--- config.mk ---
export PLATFORM = sky130hd
export DESIGN_NAME = demux_1_to_n_reg
export DESIGN_NICKNAME = d
export VERILOG_FILES = /design/src/rtl/demux_pkg.sv /design/src/rtl/demux_lane_slot.sv /design/src/rtl/demux_1_to_n_reg.sv
export SDC_FILE = /design/constraint.sdc
export NUM_CORES = 1
export LEC_CHECK = 0
export BUFFER_PORTS_ARGS = -buffer_cell sky130_fd_sc_hd__buf_2
export CAP_MARGIN = 20
export CORE_MARGIN = 1
export CORE_UTILIZATION = 37
export DETAILED_ROUTE_END_ITERATION = 10
export GPL_TIMING_DRIVEN = 0
export PLACE_DENSITY = 0.69
export SLEW_MARGIN = 20
export SYNTH_ARGS = -nofsm -noshare
export SYNTH_HDL_FRONTEND = slang
export SYNTH_SLANG_ARGS = --single-unit
--- constraint.sdc ---
create_clock -name clk -period 0.8 [get_ports clk]
set_input_delay 0.16 -clock clk [delete_from_list [all_inputs] [get_ports clk]]
set_output_delay 0.16 -clock clk [all_outputs]
set_load 0.01 [all_outputs]
--- src/rtl/demux_pkg.sv ---
// demux_pkg: shared defaults and lane index type for the registered 1-to-N demux
package demux_pkg;
  localparam int DEF_WIDTH = 4;
  localparam int DEF_N_OUT = 2;
  localparam int DEF_SEL_W = $clog2(DEF_N_OUT);
  localparam int DEF_CNT_W = 8;
  typedef logic [DEF_SEL_W-1:0] lane_idx_t;
endpackage

--- src/rtl/demux_lane_slot.sv ---
// demux_lane_slot: one-entry holding register with valid bit for a single output lane
module demux_lane_slot
  import demux_pkg::*;
#(
  parameter int WIDTH = DEF_WIDTH
) (
  input  logic             clk,
  input  logic             reset,
  input  logic             fill,
  input  logic [WIDTH-1:0] fill_data,
  input  logic             drain,
  output logic [WIDTH-1:0] data,
  output logic             valid
);
  always_ff @(posedge clk) begin
    if (reset) begin
      data  <= '0;
      valid <= 1'b0;
    end else begin
      if (fill) data <= fill_data;
      valid <= fill | (valid & ~drain);
    end
  end
endmodule

--- src/rtl/demux_1_to_n_reg.sv ---
// demux_1_to_n_reg: registered 1-to-N demux with per-lane valid/ready slots and bad-select counter
module demux_1_to_n_reg
  import demux_pkg::*;
#(
  parameter int WIDTH = DEF_WIDTH,
  parameter int N_OUT = DEF_N_OUT,
  parameter int SEL_W = DEF_SEL_W,
  parameter int CNT_W = DEF_CNT_W
) (
  input  logic                   clk,
  input  logic                   reset,
  input  logic [WIDTH-1:0]       in_data,
  input  logic [SEL_W-1:0]       in_sel,
  input  logic                   in_valid,
  output logic                   in_ready,
  output logic [N_OUT*WIDTH-1:0] out_data,
  output logic [N_OUT-1:0]       out_valid,
  input  logic [N_OUT-1:0]       out_ready,
  output logic                   err_sel,
  output logic [CNT_W-1:0]       err_count
);
  logic [N_OUT-1:0] hit, fill, drain;
  logic in_range;
  assign in_range = |hit;
  // out-of-range selects are always accepted so a bad producer cannot stall the bus
  assign in_ready = in_range ? |(hit & (~out_valid | out_ready)) : 1'b1;
  assign fill     = hit & {N_OUT{in_valid & in_ready}};
  assign drain    = out_valid & out_ready;
  for (genvar k = 0; k < N_OUT; k++) begin : g_lane
    assign hit[k] = 32'(in_sel) == k;
    demux_lane_slot #(.WIDTH(WIDTH)) u_slot (
      .clk(clk),
      .reset(reset),
      .fill(fill[k]),
      .fill_data(in_data),
      .drain(drain[k]),
      .data(out_data[k*WIDTH +: WIDTH]),
      .valid(out_valid[k])
    );
  end
  always_ff @(posedge clk) begin
    if (reset) begin
      err_sel   <= 1'b0;
      err_count <= '0;
    end else begin
      err_sel <= in_valid & ~in_range;
      if (in_valid && !in_range && !(&err_count)) err_count <= err_count + 1'b1;
    end
  end
endmodule

==> results.json, run 1 <==
{
  "antenna_found_initial": 0,
  "fin_cells": 105,
  "num_rows": 13,
  "ys_seq_elements": 10,
  "die_y_um": 39.91,
  "drt_pass1_iterations": 2,
  "yosysWarningCount": 0,
  "fp.dieW_um": 39.91,
  "placed_cells": 95,
  "drive_gt1_share_pct": 65.56,
  "critPathRequiredTime_ns": 0.64,
  "hp-class": "in -> reg",
  "finalNetCount": 101,
  "crit_start": "g_lane[0].u_slot.valid",
  "period_needed_ns": 1.218,
  "reg2reg_to": "g_lane[0].u_slot.data[0]",
  "ys_seq_area_share_pct": 37.65,
  "setup_tns_ns": -3.691,
  "final_cell_mix": "buf_6 (16), nand2b_1 (12), buf_4 (12), buf_2 (10), dfxtp_2 (10)",
  "pre_cts_ws_ns": -0.1538,
  "cp.arrival_ns": 1.06,
  "ys_top_cells_by_area": "dfxtp_1 (38%), buf_4 (16%), mux2i_1 (15%), nand2b_1 (14%), nand2b_4 (5.2%)",
  "final_common_cell": "buf_6",
  "cpMaxStageDelayCell": "dfxtp_2",
  "dp_hpwl_um": 665,
  "peakVddDrop_uv": 1008,
  "cts_buffers": 3,
  "r2r_slack_ns": -0.40,
  "fin_worst_skew_ns": 0.004646,
  "design_area_sq_um": 882.1,
  "portBuffers": 20,
  "layout_setup_ws_ns": -0.4178,
  "area_growth_pct": 65.88,
  "clockRootBuffer": "clkbuf_4",
  "slew_viol_final": 0,
  "clkTransAtPathRegs_ns": 0.08,
  "violations": "setup timing",
  "crit_type": "reg -> out",
  "period_share_pct": 152.2,
  "cts.sinks": 10,
  "status": "complete, but fails checks",
  "r2r_start": "g_lane[0].u_slot.valid",
  "drc_errors": 0,
  "h-tree-depth": 1,
  "wirelength_um": 1133,
  "path_buf_inv": 1,
  "worst_setup_path_end_kind": "output port",
  "num_io_pins": 30,
  "crit_family": "flip-flops",
  "synthCells": 52,
  "crit_end": "in_ready",
  "post_synth.cell_area_avg_sq_um": 10.23,
  "clock_path_buffers": 2,
  "cap_violations": 0,
  "yosys.area.top_type": "dfxtp_1",
  "hold_viol_final": 0,
  "grt_pass1_vias": 418,
  "place_area_sq_um": 686.9,
  "grt_overflow": 0,
  "grt_util_all_layers_pct": 15.81,
  "cts_tree": "yes",
  "drt_iter0_drc": 6,
  "hold_buffers": 0,
  "antenna_left": 0,
  "ff2ff_path_depth": 6,
  "antenna_cells": 0,
  "crit_chain": "nand2b_4 -> mux2_4 -> buf_6",
  "critPathLaunchType": "flop",
  "fmax_mhz": 821.1,
  "final_util_pct": 66.95,
  "p_leak_nw": 0.4445,
  "crit_fanout": 2,
  "num_vias": 450,
  "fp.coreArea_sq_um": 1318,
  "rsz0062_at_grt": "true",
  "finalWeightedCongestion": 0.5972,
  "die-area_sq_um": 1593,
  "wl_per_cell_um": 10.79,
  "path_depth": 3,
  "synth.top_cell.area_share_pct": 37.65,
  "grt_max_degree": 11,
  "vias_per_cell": 4.286,
  "slowest_delay_ns": 0.35,
  "synth_area_sq_um": 531.8,
  "synth.distinct_cells": 13,
  "clkLatencyLatePin_ns": 0.27,
  "grt_pass1_wl_um": 1607,
  "setup_viol_count_final": 20,
  "pwr_density_cell_nw_per_um2": 1487,
  "start_util_pct": 40.36
}
-- stage by stage --
step | hold WS [ns] | power [mW]
floorplan | 0.3356 | 0.7042
global placement | 0.4515 | 0.7673
detailed placement | 0.4624 | 0.7690
CTS | 0.1661 | 1.316
global route | 0.1722 | 1.367
finish | 0.1726 | 1.312
-- worst min-delay path, stage by stage --
cell	delay [ns]
buf_2	0.10
nand2b_1	0.08
mux2i_1	0.07
-- cell type report --
cell class                      count  area [sq um]
Fill cell                         111         435.4
Multi-Input combinational cell     38         294.0
Timing Repair Buffer               27         236.5
Sequential cell                    10         212.7
Buffer                             11         83.83
Clock buffer                        4         36.28
Tap cell                           15         18.77
-- Yosys cell counts --
library cell	number
and3_4	1
conb_1	1
nand3b_1	1
nand2b_1	12
buf_2	1
a21oi_1	2
and3b_4	1
mux2_2	1
nand3_1	1
dfxtp_1	10
mux2i_1	8
buf_4	11
nand2b_4	2
-- timing repair --
item                       in CTS  in global routing
gates resized for setup        26                  2
setup endpoints to repair      21                 21
setup buffers                   6                  1
pin swaps                       1                  1
-- flip-flops by register name, summed over array words and instances (netlist names) --
register and flops:
g_lane.u_slot.valid 2, g_lane.u_slot.data 8
-- metal layers --
layer | GRT usage [%] | up-vias | wire (um)
met2 | 28.63 | 19 | 628
met3 | 3.977 | 2 | 66
met5 | 0 | - | 0
met4 | 7.759 | 0 | 5
met1 | 16.55 | 203 | 433
li1 | - | 226 | -
-- how the worst min path moves through the flow --
stage | start | end | slack, ns | depth (start not counted)
5_1_grt | in_data[3] | g_lane[0].u_slot.data[3] | 0.17 | 3
4_1_cts | in_data[3] | g_lane[0].u_slot.data[3] | 0.17 | 3
3_3_place_gp | in_data[3] | g_lane[0].u_slot.data[3] | 0.45 | 3
6_report | in_data[3] | g_lane[0].u_slot.data[3] | 0.17 | 3
3_5_place_dp | in_data[1] | g_lane[0].u_slot.data[1] | 0.46 | 3
2_1_floorplan | in_data[1] | g_lane[1].u_slot.data[1] | 0.34 | 2
-- report_power, final --
group          internal, mW  switching [mW]  leakage (nW)
Sequential            0.530          0.0205        0.0860
Clock                 0.276           0.198        0.0210
Combinational         0.176           0.111         0.338
-- logic make-up (layout without fill, tap and decap cells) --
group | after synthesis | in the layout | share of synthesized area, %
AO/OA/AOI/OAI | 2 | 2 | 1.882
buffers and inverters | 12 | 42 | 16.47
flip-flops | 10 | 10 | 37.65
multiplexers | 9 | 9 | 17.18
other | 1 | 9 | 0.7052
AND/OR/NAND/NOR | 18 | 18 | 26.12
No activity file was read; power rests on OpenSTA's default activity.
==> inputs of run 2 (changes only) <==
--- a/config.mk
+++ b/config.mk
@@ -7,11 +7,13 @@
 export LEC_CHECK = 0
 export BUFFER_PORTS_ARGS = -buffer_cell sky130_fd_sc_hd__buf_2
 export CAP_MARGIN = 20
+export CORE_ASPECT_RATIO = 1.1
 export CORE_MARGIN = 1
 export CORE_UTILIZATION = 37
 export DETAILED_ROUTE_END_ITERATION = 10
 export GPL_TIMING_DRIVEN = 0
 export PLACE_DENSITY = 0.69
+export SKIP_CTS_REPAIR_TIMING = 1
 export SLEW_MARGIN = 20
 export SYNTH_ARGS = -nofsm -noshare
 export SYNTH_HDL_FRONTEND = slang
==> run 2 against run 1 <==
Effect of this change:
- the run still ends with setup timing left
- critical endpoint unchanged
- via count is 0.89% lower
- die area hardly changed
- global-route usage is 1.7 points lower
- combinational power is 1% lower
- clock power is 2% lower
- first-iteration DRC count is 67% lower
- non-clock buffer count stayed put
- sequential cell count stayed put
- largest cell class unchanged
- sequential power hardly changed
- largest power group unchanged
==> results.json, run 2 (synthesis gave the netlist of run 1 again) <==
{
  "status": "complete, but fails checks",
  "violations": "setup timing",
  "critPathLaunchType": "flop",
  "finalNetCount": 101,
  "setup_tns_ns": -2.806,
  "die_y_um": 41.76,
  "layout_setup_ws_ns": -0.4319,
  "vias_per_cell": 4.248,
  "area_growth_pct": 64.94,
  "peakVddDrop_uv": 906.6,
  "wl_met1_um": 391,
  "fin_worst_skew_ns": 0.0004161,
  "grt_pass1_wl_um": 1552,
  "grt_overflow": 0,
  "period_share_pct": 154.0,
  "drive_gt1_share_pct": 65.56,
  "crit_start": "g_lane[0].u_slot.valid",
  "fp.dieW_um": 38.15,
  "cap_violations": 0,
  "r2r_slack_ns": -0.19,
  "antenna_found_initial": 0,
  "drc_errors": 0,
  "start_util_pct": 42.46,
  "num_vias": 446,
  "period_needed_ns": 1.232,
  "largest_reg_flops": 8,
  "drt_iter0_drc": 2,
  "largest_register": "g_lane.u_slot.data",
  "pwr_density_cell_nw_per_um2": 1479,
  "critPathRequiredTime_ns": 0.64,
  "crit_type": "reg -> out",
  "seqCellArea_sq_um": 215.2,
  "cp.arrival_ns": 1.07,
  "worst_setup_path_end_kind": "output port",
  "met2_length_um": 524,
  "setup_viol_count_final": 21,
  "ff2ff_path_depth": 4,
  "place_area_sq_um": 686.9,
  "hp-class": "in -> reg",
  "clock_path_buffers": 2,
  "h-tree-depth": 1,
  "reg2reg_to": "g_lane[1].u_slot.data[0]",
  "cts_buffers": 3,
  "highest-signal-layer": "met4",
  "worst_hold_slack_ns": 0.1678,
  "grt_util_all_layers_pct": 14.12,
  "fp.coreArea_sq_um": 1252,
  "wl_met3_um": 98,
  "grt_pass1_vias": 394,
  "wirelength_um": 1060,
  "die-area_sq_um": 1593,
  "power_mw": 1.297,
  "dp_hpwl_um": 735.2,
  "slew_viol_final": 0,
  "num_rows": 13,
  "fmax_mhz": 811.8,
  "design_area_sq_um": 877.1,
  "cts.sinks": 10,
  "hold_viol_final": 0,
  "grt_max_degree": 11,
  "drt_pass1_iterations": 3,
  "final_util_pct": 70.03,
  "cts_tree": "yes",
  "rsz0062_at_grt": "true",
  "antenna_left": 0,
  "clockRootBuffer": "clkbuf_4",
  "clkTransAtPathRegs_ns": 0.07,
  "portBuffers": 20,
  "antenna_cells": 0,
  "multi_input_area_sq_um": 294.0,
  "reg_top3": "g_lane.u_slot.data x8, g_lane.u_slot.valid x2",
  "crit_end": "in_ready",
  "crit_fanout": 3,
  "r2r_start": "g_lane[1].u_slot.valid",
  "num_io_pins": 30,
  "finalWeightedCongestion": 0.6622,
  "clkLatencyLatePin_ns": 0.27,
  "nFillCells": 100,
  "p_leak_nw": 0.4425,
  "final_cell_mix": "buf_4 (14), buf_6 (14), nand2b_1 (12), buf_2 (10)",
  "wl_per_cell_um": 10.10
}
==> run 2: cell counts in the layout (fill, tap and decap cells not counted) <==
No cell type changed its count.
==> run 2: how the worst min path moves through the flow <==
stage	startpoint	end	slack, ns	cells past startpoint
2_1_floorplan	in_data[1]	g_lane[1].u_slot.data[1]	0.34	2
3_3_place_gp	in_data[2]	g_lane[1].u_slot.data[2]	0.45	3
3_5_place_dp	in_data[2]	g_lane[1].u_slot.data[2]	0.46	3
4_1_cts	in_data[2]	g_lane[1].u_slot.data[2]	0.17	3
5_1_grt	out_ready[1]	g_lane[1].u_slot.valid	0.19	3
6_report	in_data[1]	g_lane[1].u_slot.data[1]	0.17	3
==> run 2: layout make-up <==
| type | count | area share [%] |
|---|---|---|
| sequential | 10 | 24.54 |
| multi-input combinational | 38 | 33.52 |
| timing repair buffer | 26 | 24.82 |
| buffer | 12 | 10.84 |
| clock buffer | 4 | 4.137 |
| tap | 15 | 2.140 |
==> run 2: critical path, stage by stage, from the launching register on <==
cell and delay, ns:
dfxtp_2 0.35, nand2b_4 0.06, mux2_4 0.27, buf_6 0.12
==> run 2: where the power goes <==
part | leakage, nW | internal, mW | switching, mW
combinational | 0.335 | 0.175 | 0.109
sequential | 0.0863 | 0.528 | 0.0209
clock | 0.0210 | 0.277 | 0.187
==> run 2: routing by layer <==
metal	GRT usage (%)	vias to the layer above
li1	-	226
met5	0	-
met3	1.604	5
met2	21.02	26
met4	15.00	0
met1	15.84	189
==> run 2: through the flow <==
step | worst slack [ns] | instances
floorplan | -0.02255 | 60
global placement | -0.1539 | 95
detailed placement | -0.1554 | 95
CTS | -0.4473 | 99
global route | -0.4610 | 105
finish | -0.4319 | 105
==> inputs of run 3 (changes only) <==
--- a/config.mk
+++ b/config.mk
@@ -5,14 +5,13 @@
 export SDC_FILE = /design/constraint.sdc
 export NUM_CORES = 1
 export LEC_CHECK = 0
-export BUFFER_PORTS_ARGS = -buffer_cell sky130_fd_sc_hd__buf_2
 export CAP_MARGIN = 20
-export CORE_ASPECT_RATIO = 1.1
-export CORE_MARGIN = 1
-export CORE_UTILIZATION = 37
+export CORE_AREA = 2 2 39 41
 export DETAILED_ROUTE_END_ITERATION = 10
+export DIE_AREA = 0 0 41 43
+export DONT_BUFFER_PORTS = 1
 export GPL_TIMING_DRIVEN = 0
-export PLACE_DENSITY = 0.69
+export PLACE_DENSITY = 0.53
 export SKIP_CTS_REPAIR_TIMING = 1
 export SLEW_MARGIN = 20
 export SYNTH_ARGS = -nofsm -noshare
==> run 3 against run 2 <==
Effect of this change:
- the flow still finishes with violations (setup timing)
- setup slack improved by 0.12 ns
- final cell count shrank 21%
- sequential share of layout area grew 7.4 points
- total power down 17%
- fmax is 10% higher
- sequential power increased by 2%
- die area rose by 11%
- via count shrank 22%
- clock power fell by 26%
- register-to-register slack improved by 0.04 ns
- highest routed layer unchanged
==> results.json, run 3 (synthesis gave the netlist of run 1 again) <==
{
  "crit_start": "g_lane[1].u_slot.valid",
  "drt_pass1_iterations": 4,
  "crit_type": "reg -> out",
  "violations": "setup timing",
  "p_sw_share_pct": 24.99,
  "die-area_sq_um": 1763,
  "period_needed_ns": 1.115,
  "cts.sinks": 10,
  "drt_iter0_drc": 3,
  "wl_per_cell_um": 10.82,
  "dp_hpwl_um": 680.3,
  "place_area_sq_um": 588.1,
  "whs_path_depth": 2,
  "hold_path_end": "g_lane[1].u_slot.valid",
  "clkTransAtPathRegs_ns": 0.07,
  "num_io_pins": 30,
  "ff2ff_path_depth": 4,
  "grt_overflow": 0,
  "fp.dieW_um": 41,
  "final_cell_mix": "buf_4 (14), nand2b_1 (12), dfxtp_2 (10), conb_1 (9), mux2i_1 (8)",
  "finalWeightedCongestion": 0.6674,
  "design_area_sq_um": 666.9,
  "largest_reg_flops": 8,
  "cp.arrival_ns": 0.96,
  "reg_top3": "g_lane.u_slot.data x8, g_lane.u_slot.valid x2",
  "drc_errors": 0,
  "grt_pass1_vias": 347,
  "status": "complete, but fails checks",
  "p_switching_mw": 0.2679,
  "hp-class": "in -> reg",
  "critPathLaunchType": "flop",
  "pwr-share-clk_pct": 32.2,
  "start_util_pct": 38.43,
  "clock_path_buffers": 2,
  "rsz0062_at_grt": "true",
  "grt_util_all_layers_pct": 12.16,
  "grt_max_degree": 11,
  "setup_viol_count_final": 13,
  "antenna_left": 0,
  "drive_gt1_share_pct": 52.24,
  "crit_fanout": 4,
  "grt_pass1_wl_um": 1407,
  "vias_per_cell": 4.181,
  "die_y_um": 43,
  "p_int_mw": 0.8043,
  "critPathRequiredTime_ns": 0.64,
  "final_util_pct": 48.19,
  "peakVddDrop_uv": 666.7,
  "cts_tree": "yes",
  "r2r_start": "g_lane[1].u_slot.valid",
  "worst_setup_path_end_kind": "output port",
  "area_growth_pct": 25.41,
  "layout_setup_ws_ns": -0.3155,
  "final_common_cell": "buf_4",
  "cts_buffers": 3,
  "num_vias": 347,
  "wirelength_um": 898,
  "fmax_mhz": 896.5,
  "pwr-share-comb_pct": 15.7,
  "h-tree-depth": 1,
  "r2r_slack_ns": -0.15,
  "portBuffers": 0,
  "finalNetCount": 79,
  "fin_worst_skew_ns": 0.001429,
  "antenna_found_initial": 0,
  "pwr_density_cell_nw_per_um2": 1608,
  "fp.coreArea_sq_um": 1384,
  "seqPwrFrac_pct": 52.1,
  "num_rows": 14,
  "reg2reg_to": "g_lane[1].u_slot.data[3]",
  "period_share_pct": 139.4,
  "min_from": "in_sel",
  "cap_violations": 0,
  "slew_viol_final": 0,
  "largest_register": "g_lane.u_slot.data",
  "clkLatencyLatePin_ns": 0.26,
  "p_leak_nw": 0.3188,
  "hold_viol_final": 0,
  "power_mw": 1.072,
  "pre_cts_ws_ns": -0.04504,
  "clockRootBuffer": "clkbuf_4",
  "antenna_cells": 0
}
==> run 3: changes by cell type in the layout (fill, tap and decap cells not counted), sizes merged <==
cell / before / now
buf: 38 / 16
clkbuf: 4 / 3
==> run 3: worst max-delay path by stage <==
stage	to	slack, ns	cells after the start
CTS	in_ready	-0.33	2
detailed placement	g_lane[0].u_slot.data[1]	-0.05	3
finish	in_ready	-0.32	2
global route	in_ready	-0.35	2
global placement	g_lane[0].u_slot.data[1]	-0.05	3
floorplan	in_ready	-0.02	2
==> run 3: power by group through the flow <==
stage	logic, mW	clock network [mW]	registers [mW]
after floorplan	0.142	0	0.562
after global placement	0.154	0	0.565
after detailed placement	0.153	0	0.567
after CTS	0.154	0.358	0.555
after global routing	0.189	0.374	0.561
final	0.168	0.345	0.559
==> run 3: worst max-delay path: stages, from the launching register on <==
cell,delay [ns]
dfxtp_2,0.35
nand2b_4,0.07
mux2_4,0.28
==> run 3: per-layer routing <==
metal	track usage, %	routed length, um
met1	14.57	366
met3	4.188	127
met2	16.56	394
met5	0	0
met4	10.00	9
==> run 3: metrics by stage <==
step                      instances  setup TNS, ns  hold WS (ns)
after CTS                        79         -1.065       0.07191
after detailed placement         76        -0.2759        0.3542
after floorplan                  60       -0.03345        0.3356
after global routing             83         -2.259       0.06275
final                            83         -1.561       0.05165
after global placement           76        -0.3013        0.3550
==> run 3: area by class of cell <==
class,count,area (sq um)
buffer,12,87.58
tap,16,20.02
sequential,10,212.7
clock buffer,3,22.52
timing repair buffer,4,33.78
multi-input combinational,38,290.3
fill,137,716.9
